`src/rtl/uart_rx_drain_ctrl_pkg.sv`:
```
`default_nettype none
// ============================================================================
//  Module      : uart_rx_drain_ctrl_pkg
//  Description : Shared types and constants for the UART RX drain controller.
//  Revision    : 1.0 - initial release
// ============================================================================
package uart_rx_drain_ctrl_pkg;

    localparam int c_DATA_WIDTH_DEF = 8;
    localparam int c_WORD_BYTES_DEF = 4;
    localparam int c_TO_WIDTH_DEF   = 16;

    typedef enum logic [1:0] {
        DR_IDLE = 2'd0,
        DR_REQ  = 2'd1,
        DR_CAP  = 2'd2,
        DR_OUT  = 2'd3
    } drain_state_t;

    // Width of a counter holding 0..WORD_BYTES inclusive.
    function automatic int cnt_width(input int word_bytes);
        return $clog2(word_bytes + 1);
    endfunction

endpackage
`default_nettype wire

```
`src/rtl/uart_rx_drain_ctrl_if.sv`:
```
`default_nettype none
// ============================================================================
//  Module      : uart_rx_drain_ctrl_if
//  Description : Config, FIFO read port and packed-word stream of the drain ctrl.
//  Revision    : 1.0 - initial release
// ============================================================================
interface uart_rx_drain_ctrl_if
    import uart_rx_drain_ctrl_pkg::*;
#(
    parameter int DATA_WIDTH = c_DATA_WIDTH_DEF,
    parameter int WORD_BYTES = c_WORD_BYTES_DEF,
    parameter int TO_WIDTH   = c_TO_WIDTH_DEF
);

    localparam int c_CNT_W = cnt_width(WORD_BYTES);

    logic                             cfg_enable_i;
    logic [TO_WIDTH-1:0]              cfg_timeout_i;
    logic                             cfg_flush_i;
    logic                             cfg_irq_en_i;
    logic                             fifo_empty_i;
    logic [DATA_WIDTH-1:0]            fifo_rdata_i;
    logic                             fifo_re_o;
    logic [DATA_WIDTH*WORD_BYTES-1:0] word_data_o;
    logic [c_CNT_W-1:0]               word_bytes_o;
    logic                             word_valid_o;
    logic                             word_ready_i;
    logic                             timeout_o;
    logic                             irq_o;

    modport master (
        input  cfg_enable_i, cfg_timeout_i, cfg_flush_i, cfg_irq_en_i,
        input  fifo_empty_i, fifo_rdata_i, word_ready_i,
        output fifo_re_o, word_data_o, word_bytes_o, word_valid_o,
        output timeout_o, irq_o
    );

    modport slave (
        output cfg_enable_i, cfg_timeout_i, cfg_flush_i, cfg_irq_en_i,
        output fifo_empty_i, fifo_rdata_i, word_ready_i,
        input  fifo_re_o, word_data_o, word_bytes_o, word_valid_o,
        input  timeout_o, irq_o
    );

endinterface
`default_nettype wire

```
`src/rtl/uart_rx_drain_ctrl_idle_timer.sv`:
```
`default_nettype none
// ============================================================================
//  Module      : uart_rx_drain_ctrl_idle_timer
//  Description : Saturating line-idle counter compared live against the config.
//  Revision    : 1.0 - initial release
// ============================================================================
module uart_rx_drain_ctrl_idle_timer #(
    parameter int TO_WIDTH = 16
) (
    input  logic                S_AXI_ACLK,
    input  logic                S_AXI_ARESETN,
    input  logic                i_clear,
    input  logic                i_enable,
    input  logic [TO_WIDTH-1:0] i_timeout,
    output logic                o_expired
);

    logic [TO_WIDTH-1:0] r_count;

    always_ff @(posedge S_AXI_ACLK or negedge S_AXI_ARESETN) begin
        if (!S_AXI_ARESETN) begin
            r_count <= '0;
        end else if (i_clear) begin
            r_count <= '0;
        end else if (i_enable && (r_count < i_timeout)) begin
            r_count <= r_count + TO_WIDTH'(1);
        end
    end

    // >= so that lowering the config below the running count fires at once.
    assign o_expired = (i_timeout != '0) && (r_count >= i_timeout);

endmodule
`default_nettype wire

```
`src/rtl/uart_rx_drain_ctrl.sv`:
```
`default_nettype none
// ============================================================================
//  Module      : uart_rx_drain_ctrl
//  Description : Pops UART RX FIFO bytes, packs them little-endian into words,
//                flushes partial words on idle timeout or software flush.
//  Revision    : 1.0 - initial release
// ============================================================================
module uart_rx_drain_ctrl
    import uart_rx_drain_ctrl_pkg::*;
#(
    parameter int DATA_WIDTH = c_DATA_WIDTH_DEF,
    parameter int WORD_BYTES = c_WORD_BYTES_DEF,
    parameter int TO_WIDTH   = c_TO_WIDTH_DEF
) (
    input  logic                 S_AXI_ACLK,
    input  logic                 S_AXI_ARESETN,
    uart_rx_drain_ctrl_if.master bus
);

    localparam int                 c_CNT_W = cnt_width(WORD_BYTES);
    localparam logic [c_CNT_W-1:0] c_LAST  = c_CNT_W'(WORD_BYTES - 1);

    drain_state_t                     r_state;
    drain_state_t                     w_next_state;
    logic [c_CNT_W-1:0]               r_byte_cnt;
    logic                             r_flush_pend;
    logic [DATA_WIDTH*WORD_BYTES-1:0] w_word;
    logic                             w_has_bytes;
    logic                             w_flush_req;
    logic                             w_expired;
    logic                             w_valid;
    logic                             w_accept;
    logic                             w_fifo_re;
    logic                             w_timeout_pulse;

    assign w_has_bytes = (r_byte_cnt != '0);
    assign w_flush_req = (bus.cfg_flush_i | r_flush_pend) & w_has_bytes;
    assign w_valid     = (r_state == DR_OUT);
    assign w_accept    = w_valid & bus.word_ready_i;

    uart_rx_drain_ctrl_idle_timer #(
        .TO_WIDTH (TO_WIDTH)
    ) u_idle_timer (
        .S_AXI_ACLK    (S_AXI_ACLK),
        .S_AXI_ARESETN (S_AXI_ARESETN),
        .i_clear       ((r_state == DR_CAP) | w_accept | ~w_has_bytes),
        .i_enable      ((r_state == DR_IDLE) & w_has_bytes),
        .i_timeout     (bus.cfg_timeout_i),
        .o_expired     (w_expired)
    );

    always_ff @(posedge S_AXI_ACLK or negedge S_AXI_ARESETN) begin
        if (!S_AXI_ARESETN) begin
            r_state <= DR_IDLE;
        end else begin
            r_state <= w_next_state;
        end
    end

    // Flush beats timeout, so a coincident pair yields one word and no pulse.
    always_comb begin
        w_next_state    = r_state;
        w_fifo_re       = 1'b0;
        w_timeout_pulse = 1'b0;
        case (r_state)
            DR_IDLE: begin
                if (w_flush_req) begin
                    w_next_state = DR_OUT;
                end else if (w_expired && w_has_bytes) begin
                    w_next_state    = DR_OUT;
                    w_timeout_pulse = 1'b1;
                end else if (bus.cfg_enable_i && !bus.fifo_empty_i) begin
                    w_next_state = DR_REQ;
                end
            end
            DR_REQ: begin
                w_fifo_re    = 1'b1;
                w_next_state = DR_CAP;
            end
            DR_CAP: begin
                w_next_state = (r_byte_cnt == c_LAST) ? DR_OUT : DR_IDLE;
            end
            DR_OUT: begin
                if (bus.word_ready_i) begin
                    w_next_state = DR_IDLE;
                end
            end
            default: w_next_state = DR_IDLE;
        endcase
    end

    always_ff @(posedge S_AXI_ACLK or negedge S_AXI_ARESETN) begin
        if (!S_AXI_ARESETN) begin
            r_byte_cnt   <= '0;
            r_flush_pend <= 1'b0;
        end else begin
            if (r_state == DR_CAP) begin
                r_byte_cnt <= r_byte_cnt + c_CNT_W'(1);
            end else if (w_accept) begin
                r_byte_cnt <= '0;
            end
            // A flush arriving mid-pop is held until the FSM is back in IDLE.
            if ((r_state == DR_REQ) || (r_state == DR_CAP)) begin
                r_flush_pend <= r_flush_pend | bus.cfg_flush_i;
            end else begin
                r_flush_pend <= 1'b0;
            end
        end
    end

    for (genvar gi = 0; gi < WORD_BYTES; gi++) begin : g_lane
        logic [DATA_WIDTH-1:0] r_lane;

        always_ff @(posedge S_AXI_ACLK or negedge S_AXI_ARESETN) begin
            if (!S_AXI_ARESETN) begin
                r_lane <= '0;
            end else if (w_accept) begin
                r_lane <= '0;
            end else if ((r_state == DR_CAP) && (r_byte_cnt == c_CNT_W'(gi))) begin
                r_lane <= bus.fifo_rdata_i;
            end
        end

        assign w_word[gi*DATA_WIDTH +: DATA_WIDTH] = r_lane;
    end

    assign bus.fifo_re_o    = w_fifo_re;
    assign bus.word_data_o  = w_word;
    assign bus.word_valid_o = w_valid;
    assign bus.word_bytes_o = w_valid ? r_byte_cnt : '0;
    assign bus.timeout_o    = w_timeout_pulse;
    assign bus.irq_o        = w_valid & bus.cfg_irq_en_i;

endmodule
`default_nettype wire

```
`src/flat_wrapper.sv`:
```
// flat-port wrapper written by rule: the top's interface ports become plain ports
module uart_rx_drain_ctrl_flat import uart_rx_drain_ctrl_pkg::*;
#(
    parameter int DATA_WIDTH = c_DATA_WIDTH_DEF,
    parameter int WORD_BYTES = c_WORD_BYTES_DEF,
    parameter int TO_WIDTH   = c_TO_WIDTH_DEF
)
  (S_AXI_ACLK, S_AXI_ARESETN, bus_cfg_enable_i, bus_cfg_timeout_i, bus_cfg_flush_i, bus_cfg_irq_en_i, bus_fifo_empty_i, bus_fifo_rdata_i, bus_word_ready_i, bus_fifo_re_o, bus_word_data_o, bus_word_bytes_o, bus_word_valid_o, bus_timeout_o, bus_irq_o);
  uart_rx_drain_ctrl_if #(.DATA_WIDTH(DATA_WIDTH), .WORD_BYTES(WORD_BYTES), .TO_WIDTH(TO_WIDTH)) bus_i ();
  input  logic S_AXI_ACLK;
  input  logic S_AXI_ARESETN;
  input wire logic [$bits(bus_i.cfg_enable_i)-1:0] bus_cfg_enable_i;
  input wire logic [$bits(bus_i.cfg_timeout_i)-1:0] bus_cfg_timeout_i;
  input wire logic [$bits(bus_i.cfg_flush_i)-1:0] bus_cfg_flush_i;
  input wire logic [$bits(bus_i.cfg_irq_en_i)-1:0] bus_cfg_irq_en_i;
  input wire logic [$bits(bus_i.fifo_empty_i)-1:0] bus_fifo_empty_i;
  input wire logic [$bits(bus_i.fifo_rdata_i)-1:0] bus_fifo_rdata_i;
  input wire logic [$bits(bus_i.word_ready_i)-1:0] bus_word_ready_i;
  output wire logic [$bits(bus_i.fifo_re_o)-1:0] bus_fifo_re_o;
  output wire logic [$bits(bus_i.word_data_o)-1:0] bus_word_data_o;
  output wire logic [$bits(bus_i.word_bytes_o)-1:0] bus_word_bytes_o;
  output wire logic [$bits(bus_i.word_valid_o)-1:0] bus_word_valid_o;
  output wire logic [$bits(bus_i.timeout_o)-1:0] bus_timeout_o;
  output wire logic [$bits(bus_i.irq_o)-1:0] bus_irq_o;
  assign bus_i.cfg_enable_i = bus_cfg_enable_i;
  assign bus_i.cfg_timeout_i = bus_cfg_timeout_i;
  assign bus_i.cfg_flush_i = bus_cfg_flush_i;
  assign bus_i.cfg_irq_en_i = bus_cfg_irq_en_i;
  assign bus_i.fifo_empty_i = bus_fifo_empty_i;
  assign bus_i.fifo_rdata_i = bus_fifo_rdata_i;
  assign bus_i.word_ready_i = bus_word_ready_i;
  assign bus_fifo_re_o = bus_i.fifo_re_o;
  assign bus_word_data_o = bus_i.word_data_o;
  assign bus_word_bytes_o = bus_i.word_bytes_o;
  assign bus_word_valid_o = bus_i.word_valid_o;
  assign bus_timeout_o = bus_i.timeout_o;
  assign bus_irq_o = bus_i.irq_o;
  uart_rx_drain_ctrl #(.DATA_WIDTH(DATA_WIDTH), .WORD_BYTES(WORD_BYTES), .TO_WIDTH(TO_WIDTH)) u_core (.S_AXI_ACLK(S_AXI_ACLK), .S_AXI_ARESETN(S_AXI_ARESETN), .bus(bus_i));
endmodule
```
`config.mk`:
```
export PLATFORM = sky130hd
export DESIGN_NAME = uart_rx_drain_ctrl_flat
export DESIGN_NICKNAME = d
export VERILOG_FILES = /design/src/rtl/uart_rx_drain_ctrl_pkg.sv /design/src/rtl/uart_rx_drain_ctrl_if.sv /design/src/rtl/uart_rx_drain_ctrl_idle_timer.sv /design/src/rtl/uart_rx_drain_ctrl.sv /design/src/flat_wrapper.sv
export SDC_FILE = /design/constraint.sdc
export NUM_CORES = 1
export LEC_CHECK = 0
export ABC_CLOCK_PERIOD_IN_PS = 2150
export CAP_MARGIN = 10
export CORE_AREA = 3 3 107 109
export CTS_BUF_LIST = sky130_fd_sc_hd__clkbuf_16
export CTS_CLUSTER_DIAMETER = 120
export DETAILED_ROUTE_END_ITERATION = 10
export DIE_AREA = 0 0 110 112
export PLACE_DENSITY = 0.63
export SLEW_MARGIN = 20
export SYNTH_ARGS = -nofsm -noshare
export SYNTH_HDL_FRONTEND = slang
export SYNTH_SLANG_ARGS = --single-unit
```
`constraint.sdc`:
```
create_clock -name S_AXI_ACLK -period 2.15 [get_ports S_AXI_ACLK]
set_input_delay 0.43 -clock S_AXI_ACLK [delete_from_list [all_inputs] [get_ports S_AXI_ACLK]]
set_output_delay 0.43 -clock S_AXI_ACLK [all_outputs]
set_load 0.05 [all_outputs]
```
==> results of run 1 <==
-- cells in the final DEF, fill, tap and decap left out, types with 11 or more instances in the layout --
cell / n
sky130_fd_sc_hd__o21ai_0: 34
sky130_fd_sc_hd__a21oi_2: 12
sky130_fd_sc_hd__ha_1: 18
sky130_fd_sc_hd__a21oi_1: 19
sky130_fd_sc_hd__buf_4: 47
sky130_fd_sc_hd__clkdlybuf4s50_1: 46
sky130_fd_sc_hd__dlygate4sd2_1: 11
sky130_fd_sc_hd__nand2_1: 63
sky130_fd_sc_hd__dfrtp_1: 53
sky130_fd_sc_hd__inv_1: 18
-- kinds of logic (layout without fill, tap and decap cells) --
logic type      Yosys count  after routing  synth area share
compound gates           86             86             0.158
flops                    54             54             0.444
fa+ha+maj                27             27             0.111
buf+inv                  36            157            0.0465
mux                       2              2           0.00658
simple gates            134            134             0.225
xor+xnor                  3              3           0.00864
-- layout make-up --
type	count	area, sq um	share of cell area
multi-input cells	252	1820	0.381
flip-flops and latches	54	1350	0.282
repair buffers	122	1150	0.240
well taps	140	175	0.0366
clock buffers	5	125	0.0261
inverters	27	119	0.0248
clock inverters	3	47.5	0.00993
-- power by group through the flow --
stage	clock network [mW]	registers (mW)	logic, mW
global placement	0	1.59	3.11
CTS	0.949	1.58	3.24
finish	0.926	1.58	3.27
detailed placement	0	1.60	3.16
global route	0.996	1.63	3.52
floorplan	0	2.53	1.08
-- registers in the layout (all words and copies together), names as in the netlist --
| register | count |
|---|---|
| u_core.u_idle_timer.r_count | 16 |
| u_core.g_lane.r_lane | 32 |
| u_core.r_state | 2 |
| u_core.r_flush_pend | 1 |
| u_core.r_byte_cnt | 3 |
-- path summary, 6_finish.rpt --
kind | from | endpoint | cells after the start
worst max-delay path | u_core.u_idle_timer.r_count[6] | bus_timeout_o | 8
worst min-delay path | S_AXI_ARESETN | u_core.g_lane[2].r_lane[5] | 1
worst max register to register | u_core.u_idle_timer.r_count[15] | u_core.u_idle_timer.r_count[12] | 9
worst min register to register | u_core.g_lane[2].r_lane[1] | u_core.g_lane[2].r_lane[1] | 2
max in group asynchronous | S_AXI_ARESETN | u_core.u_idle_timer.r_count[5] | 2
min in group S_AXI_ACLK | u_core.g_lane[2].r_lane[1] | u_core.g_lane[2].r_lane[1] | 2
-- per-stage QoR --
stage | TNS, ns | hold slack, ns | instance area (sq um) | cells
global route | -4.46 | 0.114 | 4790 | 603
floorplan | -0.0649 | 0.134 | 3160 | 342
detailed placement | -12.67 | 0.410 | 4330 | 581
global placement | -11.38 | 0.404 | 4330 | 581
finish | -2.64 | 0.0940 | 4790 | 603
CTS | -2.36 | 0.101 | 4680 | 599
-- timing repair --
item                                    CTS  global route
resized for setup                        37            28
pin swaps                                28             7
setup buffers                            11             4
endpoints found under the setup margin   19            35
gates cloned                              1             0
hold endpoints to repair                  0             0
-- layer usage --
layer	wire length, microns	part of all wire	up-vias	track usage
li1	-	-	1431	-
met1	3570	0.42	1364	0.179
met2	4360	0.52	65	0.239
met3	307	0.036	14	0.0249
met4	202	0.024	0	0.0499
met5	0	0	-	0
-- worst max-delay path, delay by kind of cell, from the launching register on --
kind	cells	cell delay (ns)
DFF	1	0.41
AOI/OAI and AO/OA	2	0.18
and+or+nand+nor	4	0.81
adders and majority gates	1	0.28
buffers and inverters	1	0.14
==> out/qor.yml, run 1 <==
status:
  run_status: "complete, but fails checks"
  failing_checks: "setup timing"
routing:
  drt_wl_total_microns: 8440
  drt_pre_antenna_iters: 5
  detailroute.via_count: 2874
  detail_routed_net_length_per_standard_cell_microns: 14.0
  detailedRoute.firstIterationViolations: 162
  ant_nets: 0
  drcViolationCount: 0
  vias_per_cell: 4.77
sta:
  period_share: 1.18
  final.setup_skew_ns: 0.00771
  setup_viol: 16
  timing.max_slew.rel_slack: 0.583
  min_period_ns: 2.54
  finalMaxSlewViolations: 0
  slew_of_the_pin_with_the_lowest_slew_margin_ns: 0.626
  timing_hold_violations_final: 0
  grt_setup_unrepaired: "yes"
  maxClockFrequency_ghz: 0.393
  final.setup.worst_slack_ns: -0.391
worst_setup_path:
  master_of_the_slowest_instance_on_the_critical_path: "sky130_fd_sc_hd__dfrtp_1"
  criticalPathCategory: "reg -> out"
  crit_arrival_ns: 2.11
  worstPathMaxFanout: 2
  r2r_setup_slack_ns: -0.21
  setup.worst_path.end_class: "output port"
  critical_path.cell_chain: "ha_4 > nand4_1 > nor4_4 > o21ai_2 > nand4_1 > o21ai_2 > nor2_4 > buf_12"
  critPathLaunchType: "flip-flop"
  critical_path.max_stage_delay_ns: 0.41
  timing.critical_path.required_ns: 1.72
power_and_ir_drop:
  p_int_mw: 3.09
  max-vdd-ir-drop_v: 0.000618
  swShare: 0.466
  combPwrFrac: 0.566
  clkPwrFrac: 0.160
  total_power_mw: 5.78
  p_switching_mw: 2.69
  p_leak_nw: 2.13
  seq_power_share: 0.273
  power_per_cell_area_nw_per_um2: 1210
logic_synthesis:
  synth_async_sr_flop_share: 1.00
  synth_top_flop_cell: "sky130_fd_sc_hd__dfrtp_1"
  synth.yosys.warnings: 0
  number_of_flops_mapped_to_enable_cells_by_yosys: 0
  synth_seq_area_share: 0.444
  synthesis.area_per_instance_sq_um: 8.90
  syn-cell-area_sq_um: 3040
  ys_top_cells_by_count: "sky130_fd_sc_hd__nand2_1, sky130_fd_sc_hd__dfrtp_1, sky130_fd_sc_hd__o21ai_0"
  ys_ff_latch: 54
  netlist_top_cells_area: "sky130_fd_sc_hd__dfrtp_1, sky130_fd_sc_hd__ha_1, sky130_fd_sc_hd__nand2_1, sky130_fd_sc_hd__o21ai_0, sky130_fd_sc_hd__a21oi_1"
  synth_cell_type_count: 44
  synth.most_common_cell: "sky130_fd_sc_hd__nand2_1"
  mappedNetlistNets: 400
  synth_largest_area_cell: "sky130_fd_sc_hd__dfrtp_1"
  synthesis.instances: 342
  synth_top_area_share: 0.444
floorplan:
  floorplan.rows: 38
  die_x_microns: 110
  num_io_pins: 70
  initial_core_util: 0.284
  die-area_sq_um: 12300
  dieHeight_microns: 112
  placeableCoreArea_sq_um: 10700
global_routing:
  antenna_found_initial: 0
  via_count_of_the_first_global_routing_pass: 2895
  grt_util_all_layers: 0.141
  grt_start_max_net_pins: 28
  first_pass_grt_wire_length_microns: 14000
  globalRouteOverflowTotal: 0
job:
  cap_viol_max_count: 0
placed_design:
  place_congestion: 0.849
  detailedPlace.worstSlack_ns: -0.747
  dp_hpwl_microns: 6410
  number_of_i_o_port_buffers: 69
clocking:
  cts_inserted_buffers: 5
  clock_root_buffer_master: "sky130_fd_sc_hd__clkbuf_16"
  post_cts_hold_buffer_count: 0
  cts_htree_levels: 2
  tritoncts: "yes"
  worst_skew_late_latency_ns: 0.29
  max-clock-path-buffers: 2
  clock-sinks: 54
  cts.reportedPaths.clkPinSlew_ns: 0.07
layout:
  fin_nets: 520
  num-fill-cells: 1031
  final_core_util: 0.448
  antenna_cells_inserted: 0
  drive_above_1_share: 0.279
  areaGrowthSynthToFinish_pct: 57.4
min_path:
  worst_hold_path_type: "in -> async"
Note: power is estimated with default switching activity, not from simulation.
==> run 2: changes to the inputs <==
GPL_ROUTABILITY_DRIVEN = 0   (was not set)
REMOVE_ABC_BUFFERS = 1   (was not set)
==> run 2 against run 1 <==
Against the previous run: the run still ends with setup timing left; critical path depth rose by 1; cell count grew 1.5%; cell area rose by 1.3%; maximum frequency is 0.27% lower; global-route usage increased by 0.99 points; register-to-register slack improved by 0.08 ns; non-clock buffer count increased by 9; combinational power is 2% higher; clock skew grew 0.0026 ns; via count increased by 2.1%; largest cell class unchanged.
==> out/qor.yml, run 2 (same netlist as run 1, synthesis figures left out) <==
clocking:
  tritoncts: "yes"
  clock_root_buffer_master: "sky130_fd_sc_hd__clkbuf_16"
  max-clock-path-buffers: 2
  cts.reportedPaths.clkPinSlew_ns: 0.08
  worst_skew_late_latency_ns: 0.30
  cts_inserted_buffers: 5
  clock-sinks: 54
  cts_htree_levels: 2
worst_setup_path:
  buf_inv_stages_crit_path: 2
  r2r-end: "u_core.u_idle_timer.r_count[12]"
  timing.critical_path.required_ns: 1.72
  critical_path.cell_chain: "ha_4 > nand4_1 > buf_6 > nor4_4 > o21ai_2 > nand4_1 > o21ai_2 > nor2_2 > buf_12"
  crit_arrival_ns: 2.12
  setup.worst_path.end_class: "output port"
  crit-reg2reg-launch: "u_core.u_idle_timer.r_count[14]"
  master_of_the_slowest_instance_on_the_critical_path: "sky130_fd_sc_hd__dfrtp_1"
  r2r_cells: 9
  critical_path.max_stage_delay_ns: 0.43
  crit_end: "bus_timeout_o"
  cp_num_cells: 9
  r2r_setup_slack_ns: -0.13
  critPathLaunchType: "flip-flop"
  worstPathMaxFanout: 3
  worst_path_dominant_cell_family: "simple AND/OR/NAND/NOR gates"
  criticalPathCategory: "reg -> out"
  worstSetupStartpoint: "u_core.u_idle_timer.r_count[13]"
floorplan:
  initial_core_util: 0.284
  die-area_sq_um: 12300
  num_io_pins: 70
  placeableCoreArea_sq_um: 10700
  die_x_microns: 110
  floorplan.rows: 38
  dieHeight_microns: 112
status:
  failing_checks: "setup timing"
  run_status: "complete, but fails checks"
global_routing:
  globalRouteOverflowTotal: 0
  grt_util_all_layers: 0.151
  first_pass_grt_wire_length_microns: 14900
  grt_start_max_net_pins: 49
  via_count_of_the_first_global_routing_pass: 3084
  antenna_found_initial: 0
sta:
  min_period_ns: 2.55
  grt_setup_unrepaired: "yes"
  timing_hold_violations_final: 0
  slew_of_the_pin_with_the_lowest_slew_margin_ns: 0.702
  setup_viol: 16
  maxClockFrequency_ghz: 0.392
  timing.max_slew.rel_slack: 0.532
  finalMaxSlewViolations: 0
  final.setup_skew_ns: 0.0103
  final.setup.worst_slack_ns: -0.398
  period_share: 1.19
routing:
  drt_pre_antenna_iters: 4
  detailedRoute.firstIterationViolations: 161
  ant_nets: 0
  drcViolationCount: 0
  vias_per_cell: 4.79
  detailroute.via_count: 2934
  drt_wl_total_microns: 8990
  detail_routed_net_length_per_standard_cell_microns: 14.7
layout:
  top_regs: "u_core.g_lane.r_lane: 32 flops, u_core.u_idle_timer.r_count: 16 flops, u_core.r_byte_cnt: 3 flops"
  regMostFlops: "u_core.g_lane.r_lane"
  num-fill-cells: 1019
  drive_above_1_share: 0.269
  fin_nets: 529
  mostFrequentLayoutCells: "sky130_fd_sc_hd__nand2_1, sky130_fd_sc_hd__dfrtp_1, sky130_fd_sc_hd__buf_4"
  design_area_sq_um: 4850
  largest_register_ffs: 32
  antenna_cells_inserted: 0
  layout_commonest_cell: "sky130_fd_sc_hd__nand2_1"
  areaGrowthSynthToFinish_pct: 59.5
  final_core_util: 0.454
power_and_ir_drop:
  clkPwrFrac: 0.161
  swShare: 0.466
  seq_power_share: 0.271
  p_switching_mw: 2.73
  p_int_mw: 3.13
  combPwrFrac: 0.569
  power_per_cell_area_nw_per_um2: 1210
  max-vdd-ir-drop_v: 0.000657
  p_leak_nw: 2.19
placed_design:
  detailedPlace.worstSlack_ns: -0.824
  dp_hpwl_microns: 6610
  number_of_i_o_port_buffers: 69
  place_area_sq_um: 4320
job:
  cap_viol_max_count: 0
min_path:
  worst_hold_path_type: "reg -> reg"
==> run 2: area by class of cell <==
type	instances	area, sq um	area share
multi-input combinational	252	1800	0.371
sequential	54	1350	0.279
timing repair buffer	131	1250	0.258
tap	140	175	0.0361
clock buffer	5	125	0.0258
inverter	27	101	0.0209
clock inverter	3	47.5	0.00980
==> run 2: power by group through the flow <==
stage	clock [mW]	sequential (mW)	combinational (mW)
floorplan	0	2.53	1.02
global placement	0	1.59	3.18
detailed placement	0	1.60	3.23
CTS	0.963	1.59	3.32
global route	0.998	1.63	3.59
finish	0.943	1.59	3.33
==> run 2: routing by layer <==
layer  track usage  wire length, microns
met5             0                     0
met4        0.0449                   189
met3        0.0145                   248
met2         0.259                  4640
met1         0.200                  3910
==> run 2: worst min-delay path by stage <==
stage | startpoint | endpoint | slack [ns] | cells after the start
2_1_floorplan | S_AXI_ARESETN | u_core.g_lane[0].r_lane[0] | 0.13 | 0
5_1_grt | u_core.g_lane[0].r_lane[6] | u_core.g_lane[0].r_lane[6] | 0.51 | 2
4_1_cts | S_AXI_ARESETN | u_core.g_lane[0].r_lane[3] | 0.49 | 2
3_3_place_gp | S_AXI_ARESETN | u_core.g_lane[1].r_lane[3] | 0.28 | 1
6_report | u_core.g_lane[0].r_lane[3] | u_core.g_lane[0].r_lane[3] | 0.48 | 2
3_5_place_dp | S_AXI_ARESETN | u_core.g_lane[0].r_lane[3] | 0.28 | 1
==> run 2: stage by stage <==
step           instances  power (mW)  hold WS [ns]  TNS (ns)
3_3_place_gp         594        4.76         0.275    -14.39
4_1_cts              615        5.87         0.491     -3.08
3_5_place_dp         594        4.83         0.280    -16.58
6_report             612        5.86         0.482     -1.60
2_1_floorplan        333        3.55         0.134    -0.824
5_1_grt              612        6.22         0.514     -3.15
==> run 2: worst register-to-register path, stage by stage (launching register included) <==
cell	delay, ns
sky130_fd_sc_hd__dfrtp_1	0.40
sky130_fd_sc_hd__ha_1	0.32
sky130_fd_sc_hd__nand4_1	0.13
sky130_fd_sc_hd__buf_4	0.15
sky130_fd_sc_hd__o21bai_4	0.08
sky130_fd_sc_hd__buf_6	0.13
sky130_fd_sc_hd__nor3_4	0.21
sky130_fd_sc_hd__nand4_4	0.14
sky130_fd_sc_hd__or4_1	0.49
sky130_fd_sc_hd__a21oi_1	0.13
==> run 2: repair_timing <==
item,CTS,global route
cloned,1,0
hold endpoints to repair,6,0
pin swaps,43,17
endpoints found under the setup margin,34,19
gates resized for setup,64,28
hold buffers,1,0
setup buffers,27,5
